### config.mk
export PLATFORM = sky130hd
export DESIGN_NAME = syscall_unit
export DESIGN_NICKNAME = d
export VERILOG_FILES = /design/src/rtl/syscall_unit.sv
export SDC_FILE = /design/constraint.sdc
export NUM_CORES = 1
export LEC_CHECK = 0
export ABC_AREA = 1
export CAP_MARGIN = 40
export CORE_MARGIN = 2
export CORE_UTILIZATION = 25
export CTS_BUF_LIST = sky130_fd_sc_hd__clkbuf_4
export CTS_CLUSTER_SIZE = 20
export DETAILED_ROUTE_END_ITERATION = 7
export PLACE_DENSITY = 0.57
export REMOVE_ABC_BUFFERS = 1
export SKIP_LAST_GASP = 1
export SLEW_MARGIN = 40
export SYNTH_ARGS = -nofsm -noshare
export SYNTH_HDL_FRONTEND = slang
export SYNTH_SLANG_ARGS = --single-unit
### constraint.sdc
create_clock -name clk -period 2.2 [get_ports clk]
set_input_delay 0.44 -clock clk [delete_from_list [all_inputs] [get_ports clk]]
set_output_delay 0.44 -clock clk [all_outputs]
set_load 0.05 [all_outputs]
### src/rtl/syscall_unit.sv
// syscall_unit: multi-cycle syscall sequencer that reads memory, streams output beats and writes get_int results back.
module syscall_unit #(
  parameter int DATA_W = 8,
  parameter int ADDR_W = 8,
  parameter int NUM_REGS = 4,
  parameter logic [ADDR_W-1:0] STACK_TOP = 8'hFF,
  parameter logic [ADDR_W-1:0] DATA_BASE = 8'h00,
  parameter int MAX_STR = 64
) (
  input  logic                       clk,
  input  logic                       reset,
  input  logic [15:0]                instr,
  input  logic                       Syscalls,
  input  logic [DATA_W-1:0]          acc,
  input  logic [ADDR_W-1:0]          sp,
  input  logic [NUM_REGS*DATA_W-1:0] regs_flat,
  output logic                       mem_rd_en,
  output logic [ADDR_W-1:0]          mem_addr,
  input  logic [DATA_W-1:0]          mem_rdata,
  output logic                       out_valid,
  input  logic                       out_ready,
  output logic [DATA_W-1:0]          out_data,
  output logic [1:0]                 out_kind,
  output logic                       acc_wr_en,
  output logic [DATA_W-1:0]          acc_wr_data,
  output logic                       stall,
  output logic                       done,
  output logic                       bad_code
);
  localparam logic [2:0] C_STR = 3'b001, C_GET = 3'b010, C_ACC = 3'b100, C_REG = 3'b101, C_STK = 3'b110;
  localparam int CW = $clog2(MAX_STR > NUM_REGS ? MAX_STR : NUM_REGS) + 1;
  typedef enum logic [2:0] {IDLE, FETCH, CAPTURE, EMIT, FINISH} state_t;
  state_t state, state_n;
  logic [2:0] code, req;
  logic [ADDR_W-1:0] l_sp, addr, gptr;
  logic [DATA_W-1:0] data;
  logic [NUM_REGS*DATA_W-1:0] rq;
  logic [CW-1:0] cnt;
  logic ok, accept, xfer, last, unused;
  assign req = instr[2:0];
  assign unused = &{1'b0, instr[15:3]};
  assign ok = req inside {C_STR, C_GET, C_ACC, C_REG, C_STK};
  assign accept = state == IDLE && Syscalls && ok;
  assign xfer = state == EMIT && out_ready;
  assign last = code == C_ACC || (code == C_REG && cnt == CW'(NUM_REGS - 1)) ||
                (code == C_STR && cnt == CW'(MAX_STR - 1)) || (code == C_STK && addr == l_sp + 1'b1);
  always_comb begin
    state_n = state;
    case (state)
      IDLE:    if (accept) state_n = (req == C_ACC || req == C_REG) ? EMIT :
                                     (req == C_STK && sp >= STACK_TOP) ? FINISH : FETCH;
      FETCH:   state_n = CAPTURE;
      CAPTURE: state_n = (code == C_GET || (code == C_STR && mem_rdata == '0)) ? FINISH : EMIT;
      EMIT:    if (out_ready) state_n = last ? FINISH : code == C_REG ? EMIT : FETCH;
      default: state_n = IDLE;
    endcase
  end
  always_ff @(posedge clk) begin
    if (reset) begin
      state <= IDLE;
      code <= '0;
      l_sp <= '0;
      addr <= '0;
      data <= '0;
      rq <= '0;
      cnt <= '0;
      gptr <= DATA_BASE;
    end else begin
      state <= state_n;
      if (accept) begin
        code <= req;
        l_sp <= sp;
        cnt <= '0;
        data <= req == C_REG ? regs_flat[DATA_W-1:0] : acc;
        rq <= regs_flat >> DATA_W;
        addr <= req == C_GET ? gptr : req == C_STR ? ADDR_W'(acc) :
                (req == C_STK && sp < STACK_TOP) ? STACK_TOP : addr;
      end
      if (state == CAPTURE) begin
        data <= mem_rdata;
        if (code == C_GET) gptr <= gptr + 1'b1;
      end
      if (xfer) begin
        cnt <= cnt + 1'b1;
        data <= rq[DATA_W-1:0];
        rq <= rq >> DATA_W;
        // advance the read pointer only when another fetch follows
        if (!last) addr <= code == C_STK ? addr - 1'b1 : code == C_STR ? addr + 1'b1 : addr;
      end
    end
  end
  assign stall = accept || state != IDLE;
  assign bad_code = state == IDLE && Syscalls && !ok;
  assign mem_rd_en = state == FETCH;
  assign mem_addr = addr;
  assign out_valid = state == EMIT;
  assign out_data = out_valid ? data : '0;
  assign out_kind = !out_valid ? 2'd0 : code == C_ACC ? 2'd0 : code == C_STR ? 2'd1 : code == C_REG ? 2'd2 : 2'd3;
  assign done = state == FINISH;
  assign acc_wr_en = done && code == C_GET;
  assign acc_wr_data = acc_wr_en ? data : '0;
endmodule
==> results of run 1 <==
routing by layer:
| layer | vias up | wire, µm |
|---|---|---|
| met3 | 17 | 576 |
| met4 | 0 | 217 |
| met1 | 1995 | 6370 |
| met5 | - | 0 |
| li1 | 2306 | - |
| met2 | 98 | 5950 |
repair_timing:
action / 4_1_cts / 5_1_grt
buffers inserted: 1 / 9
endpoints found under the hold margin: 0 / 0
pin swaps: 2 / 8
cloned: 1 / 0
resized for setup: 36 / 35
endpoints found under the setup margin: 17 / 26
state kept, by name (all words and copies together) (netlist names):
| signal | flops |
|---|---|
| gptr | 8 |
| mem_addr | 8 |
| data | 8 |
| cnt | 7 |
| code | 3 |
| l_sp | 8 |
| state | 3 |
| rq | 24 |
stage by stage:
step                hold slack [ns]  power (mW)  util, %  cells  cell area, µm²
finish                        0.470        3.60     38.4    961            6120
detailed placement            0.453        2.79     35.6    933            5680
CTS                           0.471        3.57     37.1    951            5920
floorplan                     0.435        2.25        -    593            4010
global route                  0.491        3.84     38.4    961            6120
global placement              0.447        2.79     35.6    933            5680
where the power goes:
group          internal [mW]  leakage, nW  total, mW  switching [mW]
Combinational          0.547         1.82       1.38           0.835
Sequential              1.39        0.565       1.49          0.0946
Clock                  0.242       0.0661      0.728           0.486
Total                   2.18         2.46       3.60            1.42
worst max path at each step:
stage          startpoint  slack [ns]  depth (start not counted)              to
2_1_floorplan    state[2]       -0.46                          4  acc_wr_data[0]
3_3_place_gp     instr[0]       -0.10                         11         data[3]
3_5_place_dp     instr[0]       -0.13                         11         data[3]
4_1_cts           code[1]       0.006                          7  acc_wr_data[3]
5_1_grt          state[1]       -0.04                          6     out_data[1]
6_report         state[1]        0.05                          6     out_data[5]
logic make-up (layout without fill, tap and decap cells):
kind of cell | Yosys count | in the layout | share of synthesized area [%]
other cells | 0 | 1 | 0
fa+ha+maj | 10 | 10 | 3.23
xor+xnor | 11 | 11 | 2.35
flops | 69 | 69 | 33.7
compound gates | 144 | 144 | 20.8
simple gates | 293 | 294 | 31.5
buf+inv | 86 | 216 | 8.51
cell type report:
type | count | area, µm² | area share, %
clock inverter | 6 | 40.0 | 0.655
antenna | 1 | 2.50 | 0.0409
clock buffer | 10 | 75.1 | 1.23
multi-input combinational | 459 | 2580 | 42.1
inverter | 66 | 255 | 4.17
tap | 216 | 270 | 4.42
sequential | 69 | 1390 | 22.7
timing repair buffer | 134 | 1510 | 24.6
worst register-to-register path: stages (launching register included):
cell      delay [ns]
dfxtp_2         0.38
inv_2           0.07
nor3_4          0.19
buf_4           0.20
ha_1            0.24
nand3_1         0.08
nand2_1         0.11
a21oi_1         0.15
o21bai_1        0.09
xor2_1          0.16
nand3_1         0.10
nand3_1         0.07
nand2_1         0.06
inv_1           0.03
layout by cell type (no fill, tap or decap), types with 3 or more instances in the layout:
master           instances
a21oi_1                 45
nand4_1                  5
clkinv_2                 4
a22oi_1                 11
buf_6                    3
ha_1                     9
inv_1                   55
dlymetal6s2s_1           3
nor3_4                   3
nand2_2                  8
dfxtp_2                  4
nand2_4                  4
dfxtp_1                 64
nand3_1                 26
nor3_1                  10
o21ai_0                 38
buf_12                  25
a31oi_1                 10
o22ai_1                  8
inv_2                    8
nor2_1                  64
nor2_4                  22
buf_4                   37
nand2_1                141
xor2_1                   9
clkbuf_4                10
a211oi_1                16
clkdlybuf4s50_1         62
dlygate4sd2_1            4
==> metrics.cfg, run 1 <==
[timing]
slew_headroom_pct=66.4
fin_crit_sh_pct=97.8
report.final.slew_viol_count=0
hold_viol=0
fmax_mhz=465
worst_pin_slew_ns=0.503
period_needed_ns=2.15
fin_setup_tns_ns=0
fin_ws_ns=0.0493
finalClockSkew_ns=0.0147
setup_viol=0

[critical_path]
critPathMaxFanout=4
cp_num_buf_inv=4
crit_chain=inv_1, nor3_4, clkinvlp_4, buf_4, nor2_4, buf_12
crit_type=flip-flop to primary output
cpMaxStageDelayCell=dfxtp_4
rrSetupSlack_ns=0.18
critPathRequiredTime_ns=1.76
worst_setup_path_end_kind=primary output
cpPeakStageDelay_ns=0.38
critical_path.top_delay_family=buffers and inverters
r2r_end=mem_addr[5]
cp-start-kind=flip-flop
rr_worst_depth=13
worst-endpoint-arrival_ns=1.71
reg2reg_from=code[2]

[layout]
layout-drive-gt1-share_pct=19.4
finalNetCount=825
fillers=1683
syn2layout_area_growth_pct=49.0

[synthesis]
synth_top_area_share_pct=33.7
seq_area_frac_synth_pct=33.7
synthArstFlopShare_pct=0
synth_commonest_cells=144 x nand2_1, 83 x nor2_1, 69 x dfxtp_1
synth_edf_count=0
ys_types=45
ys.flop_type=dfxtp_1
synth.avg_cell_area_um2=6.69
synth.most_common_cell=nand2_1
synthTopCellsByArea=dfxtp_1 34%, nand2_1 13%, nor2_1 7.6%
synth_area_mm2=0.00410
synth_top_area_cell=dfxtp_1
ys_warn_count=0
syn-instance-count=613
ys_ff_latch=69

[grt]
grt_pass1_wl_mm=20.7
grtUsageMet2_pct=23.0
use_met1_pct=20.1
antenna_found_initial=1
grt_max_degree=32
use_met3_pct=3.00
grt_pass1_vias=4049
gr-total-overflow=0
top_usage_layer=met2
grt_usage_pct=14.8

[place]
place_hpwl_mm=9.78
portBuffers=94
gp_congestion=0.800
dp_slack_ns=-0.129

[clocking]
cts_tree=yes
cts_hold_buf=0
clk_pin_slew_ns=0.12
cts-root-buf=clkbuf_4
numClockSinks=69
clock_path_buffers=2
cts-buffers-inserted=9
clkLatencyLatePin_ns=0.43
htree_levels=3

[detailed_routing]
avgViaCountPerCell=4.60
drtPass1Iterations=5
num_vias=4416
drtAntennaViolNets=0
drt_iter0_drc=302
drcViolationCount=0
post_drt_wl_per_cell_um=13.7
drt_wl_total_mm=13.1

[hold_path]
hold_path.class=flip-flop to flip-flop
worstHoldEndpoint=rq[16]
holdPathStages=2
hold_start=rq[16]

[floorplan]
ios=108
rows=46
core_mm2=0.0159
die-width_um=132
dieArea_mm2=0.0175
die_h_um=132
start_util_pct=25.7

[run]
drv_cap=0

[power]
p_per_area_mw_per_mm2=588
peakVddDrop_v=0.000369
p_leak_nw=2.46

[status]
status=finished clean

Note: power is estimated with default switching activity, not from simulation.
==> run 2: changes to the inputs <==
Settings changed: CORE_UTILIZATION 25 to 45, PLACE_DENSITY 0.57 to 0.85, SETUP_SLACK_MARGIN set to 0.5.
==> metrics.cfg, run 2 (same netlist as run 1, synthesis figures left out) <==
[status]
status=finished, violations left
violations=design-rule violations, negative setup slack

[critical_path]
crit_type=flip-flop to flip-flop
worst_setup_path_end_kind=flip-flop
reg2reg_from=state[1]
cp-start-kind=flip-flop
critPathRequiredTime_ns=2.50
critPathMaxFanout=8
crit_start=state[1]
worst-endpoint-arrival_ns=2.90

[layout]
syn2layout_area_growth_pct=72.7
layout-drive-gt1-share_pct=38.6
regMostFlops=rq
n_antenna_cell=0
final_common_cell=nand2_1
fin_cells=888
finalNetCount=861
largest_reg_flops=24
final_cell_mix=115 x nand2_1, 59 x clkdlybuf4s50_1, 58 x dfxtp_1, 52 x nor2_1, 49 x inv_1

[clocking]
cts_tree=yes
htree_levels=3
clkLatencyLatePin_ns=0.47
numClockSinks=69
cts-root-buf=clkbuf_4
clk_pin_slew_ns=0.17
clock_path_buffers=2
cts-buffers-inserted=9

[detailed_routing]
drtAntennaViolNets=0
avgViaCountPerCell=6.98
drtPass1Iterations=8
post_drt_wl_per_cell_um=26.3
num_vias=6194
drt_wl_total_mm=23.4
drcViolationCount=28
drt_iter0_drc=984

[hold_path]
hold_start=rq[8]
hold_path.class=flip-flop to flip-flop

[grt]
grt_max_degree=23
grt_usage_pct=29.5
grt_pass1_wl_mm=23.5
grt_pass1_vias=4956
gr-total-overflow=0
antenna_found_initial=0

[floorplan]
ios=108
rows=34
dieArea_mm2=0.00990
core_mm2=0.00876
die-width_um=99.5
start_util_pct=46.8
die_h_um=99.5

[power]
p_total_mw=4.42
pwr-share-clk_pct=18.9
swShare_pct=46.3
internal_power_mw=2.37
p_leak_nw=2.91
p_comb_share_pct=46.0
peakVddDrop_v=0.000458
p_per_area_mw_per_mm2=623
netSwitchingPower_mw=2.05
seq_power_share_pct=35.1

[place]
gp_congestion=0.875
place_hpwl_mm=9.20
dpl.cell_count=821
portBuffers=94
dp_slack_ns=-0.0700

[timing]
fin_crit_sh_pct=118
rsz0062_at_grt=true
hold_viol=0
finalClockSkew_ns=0.0467
slew_headroom_pct=55.1
report.final.slew_viol_count=0
whs_ns=0.482
fin_ws_ns=-0.398
setup_viol=27
fmax_mhz=385
period_needed_ns=2.60
worst_pin_slew_ns=0.669

[run]
drv_cap=0

run 2: cell count changes in the layout (fill, tap and decap cells not counted), moves of 7 or more:
cell      before  now
nand2_1      141  115
nand2_4        4   21
buf_6          3   19
a21oi_1       45   30
a21oi_2        1   14
a211oi_1      16    4
a211oi_2       0   12
nor2_1        64   52
o21ai_0       38   26
nor2_2         1   11
nand2_2        8   16
buf_4         37   44
o21ai_2        0    7
run 2: final timing paths:
path              slack, ns  depth (start not counted)      end
setup / recovery      -0.40                         12  data[5]
hold / removal         0.48                          2    rq[8]
setup reg to reg      -0.40                         12  data[5]
hold reg to reg        0.48                          2    rq[8]
run 2: what timing repair did:
item / in CTS / in global routing
pin swaps: 30 / 49
gates resized for setup: 146 / 164
setup buffers: 20 / 22
endpoints found under the setup margin: 73 / 80
hold endpoints to repair: 0 / 0
hold buffers: 0 / 0
cloned: 2 / 7
run 2: final cells by class:
class | instances | area (µm²)
well taps | 108 | 135
clock inverters | 7 | 50.0
fillers | 414 | 1680
clock buffers | 9 | 67.6
flip-flops and latches | 69 | 1400
inverters | 66 | 294
multi-input cells | 460 | 3210
repair buffers | 169 | 1930
run 2: metal layers:
metal,track usage (%),up-vias,routed length [µm]
met2,50.1,751,9750
met5,0.513,-,0
met4,14.9,0,2510
met3,5.97,303,3400
li1,-,2380,-
met1,35.5,2760,7720
run 2: metrics by stage:
step                utilization [%]  setup TNS [ns]  instance area [µm²]
floorplan                         -           -5.71                 4010
global placement               62.7         -0.0328                 5490
detailed placement             62.7          -0.224                 5490
CTS                            70.4               0                 6170
global route                   80.9           -7.07                 7090
finish                         80.9           -3.11                 7090
run 2: worst max-delay path: stages, from the launching register on:
cell       delay, ns
dfxtp_2         0.39
inv_2           0.07
nor3_4          0.30
buf_4           0.18
buf_6           0.11
buf_6           0.11
buf_6           0.12
nand2_8         0.08
clkinv_8        0.11
clkbuf_16       0.18
buf_4           0.13
a211oi_2        0.07
a211oi_1        0.56
run 2: power groups by stage:
stage	Clock (mW)	Combinational [mW]	Sequential (mW)
after CTS	0.735	1.40	1.49
after floorplan	0	0.717	1.53
final	0.836	2.03	1.55
after global placement	0	1.21	1.50
after global routing	0.838	2.10	1.55
after detailed placement	0	1.25	1.51
==> run 3: changes to the inputs <==
Settings changed: ABC_AREA 1 to unset.
==> metrics.cfg, run 3 <==
[detailed_routing]
drtAntennaViolNets=0
drt_wl_total_mm=24.0
drt_iter0_drc=775
avgViaCountPerCell=7.05
drtPass1Iterations=8
drcViolationCount=0
post_drt_wl_per_cell_um=28.9
num_vias=5852

[synthesis]
synth_commonest_cells=69 x dfxtp_1, 64 x a21oi_1, 64 x nand2_1
synthSimpleGateAreaFrac_pct=24.9
synthArstFlopShare_pct=0
synth_area_mm2=0.00403
ys_warn_count=0
ys.flop_type=dfxtp_1
synth.most_common_cell=dfxtp_1
synth_edf_count=0
synth_top_area_share_pct=34.3
synthXorXnorAreaFrac_pct=3.91
synth_top_area_cell=dfxtp_1
seq_area_frac_synth_pct=34.3
synthTopCellsByArea=dfxtp_1 34%, a21oi_1 8.0%, nand2_1 6.0%
syn-instance-count=513
synthMuxAreaShare_pct=3.04
synth-compound-area-share_pct=26.3
synth.avg_cell_area_um2=7.85
ys_types=57
synth_top_family_by_area=compound AO/OA/AOI/OAI gates
synth_adder_area_share_pct=3.29
ys_ff_latch=69

[critical_path]
crit_type=flip-flop to flip-flop
cp-start-kind=flip-flop
worst-endpoint-arrival_ns=3.04
worst_setup_path_end_kind=flip-flop
cpPeakStageDelay_ns=0.37
rr_worst_depth=10
cpMaxStageDelayCell=mux2_2
rrSetupSlack_ns=-0.47
crit_chain=nand3b_1, inv_2, ha_1, o21ai_1, o21bai_1, or3_1, a31oi_1, mux2_2, nor3b_1, a211oi_1
r2r_end=mem_addr[7]
cp_num_buf_inv=1
reg2reg_from=code[0]
crit_start=code[0]
endpoint=mem_addr[7]
path_depth=10
critPathRequiredTime_ns=2.57
critical_path.top_delay_family=simple AND/OR/NAND/NOR gates
critPathMaxFanout=3

[status]
status=finished, violations left
violations=negative setup slack

[hold_path]
hold_path.class=input port to flip-flop

[place]
portBuffers=94
placed_area_mm2=0.00566
dpl.cell_count=747
gp_congestion=0.951
place_hpwl_mm=9.32
dp_slack_ns=-0.404

[timing]
whs_ns=0.460
worst_pin_slew_ns=0.672
slew_headroom_pct=55.2
fin_setup_tns_ns=-6.02
setup_viol=28
period_needed_ns=2.67
fin_ws_ns=-0.465
report.final.slew_viol_count=0
fin_crit_sh_pct=121
rsz0062_at_grt=true
fmax_mhz=375
finalClockSkew_ns=0.0250
hold_viol=0

[power]
peakVddDrop_v=0.000403
swShare_pct=41.1
seq_power_share_pct=30.9
p_leak_nw=3.05
p_total_mw=5.10
p_per_area_mw_per_mm2=664
internal_power_mw=3.00
pwr-share-clk_pct=20.5
netSwitchingPower_mw=2.10
p_comb_share_pct=48.7

[clocking]
cts_tree=yes
clk_pin_slew_ns=0.15
cts_hold_buf=0
clock_path_buffers=2
htree_levels=3
clkLatencyLatePin_ns=0.47
cts-root-buf=clkbuf_4
cts-buffers-inserted=9
numClockSinks=69

[floorplan]
die_h_um=98.6
ios=108
dieArea_mm2=0.00972
core_mm2=0.00872
start_util_pct=46.2
rows=34
die-width_um=98.6

[layout]
fin_cells=830
regMostFlops=rq
final_common_cell=buf_4
finalNetCount=803
fin_util_pct=88.0
largest_reg_flops=24
layout-drive-gt1-share_pct=52.1
n_antenna_cell=0
final_cell_mix=74 x buf_4, 58 x clkdlybuf4s50_1, 55 x dfxtp_1, 38 x buf_6, 33 x a21oi_2
fillers=345
syn2layout_area_growth_pct=90.6
finalInstanceArea_mm2=0.00768

[grt]
grt_pass1_vias=5379
grt_max_degree=43
gr-total-overflow=0
grt_usage_pct=36.9
antenna_found_initial=0
grt_pass1_wl_mm=28.2

[run]
drv_cap=0

-- run 3: cell count changes in the layout (fill, tap and decap cells not counted), sizes merged, moves of 8 or more --
cell    change
nor3        -9
and2       +20
nand2b      +8
nand3      -16
xnor2       +9
a21oi      +18
nor2       -39
mux2i      +10
nand2      -91
o21ai      -21
buf        +56
inv        -57
-- run 3: worst min-delay path by stage --
stage,startpoint,to,cells after the start
detailed placement,rq[16],rq[16],2
global placement,rq[23],rq[23],2
CTS,rq[16],rq[16],2
floorplan,rq[10],rq[10],2
finish,reset,state[1],4
global route,rq[4],rq[4],2
-- run 3: final cells by class --
| cell class | count | area (µm²) | share of cell area (%) |
|---|---|---|---|
| Clock buffer | 9 | 67.6 | 0.880 |
| Clock inverter | 7 | 100 | 1.30 |
| Inverter | 9 | 33.8 | 0.440 |
| Timing Repair Buffer | 225 | 2540 | 33.1 |
| Multi-Input combinational cell | 403 | 3380 | 44.1 |
| Tap cell | 108 | 135 | 1.76 |
| Sequential cell | 69 | 1410 | 18.4 |
-- run 3: repair_timing --
item	CTS	global route
pin swaps	53	80
setup buffers	36	19
hold endpoints to repair	0	0
gates cloned	9	3
gates resized for setup	213	150
setup endpoints to repair	91	99
-- run 3: metal layers --
| metal | share of wire [%] | track usage (%) | vias to the layer above |
|---|---|---|---|
| met5 | 0 | 0 | - |
| met4 | 9.9 | 22.1 | 0 |
| met3 | 13 | 9.01 | 251 |
| met2 | 45 | 65.0 | 641 |
| met1 | 32 | 39.9 | 2690 |
| li1 | - | - | 2270 |
-- run 3: cell families after synthesis --
group | Yosys count
flip-flops | 69
adder cells (fa/ha/maj) | 10
multiplexers | 12
buffers and inverters | 41
XOR/XNOR | 18
AND/OR/NAND/NOR | 202
AO/OA/AOI/OAI | 161
-- run 3: power groups by stage --
| stage | combinational (mW) | sequential [mW] | clock [mW] |
|---|---|---|---|
| after CTS | 1.85 | 1.52 | 0.952 |
| after global placement | 1.20 | 1.53 | 0 |
| after detailed placement | 1.24 | 1.54 | 0 |
| final | 2.48 | 1.57 | 1.04 |
| after floorplan | 0.622 | 1.58 | 0 |
| after global routing | 2.52 | 1.57 | 1.06 |
-- run 3: worst register-to-register path: cells and delay by family, from the launching register on --
kind / cells / cell delay [ns]
simple gates: 3 / 0.74
mux: 1 / 0.37
fa+ha+maj: 1 / 0.27
compound gates: 4 / 0.70
flops: 1 / 0.35
buf+inv: 1 / 0.16
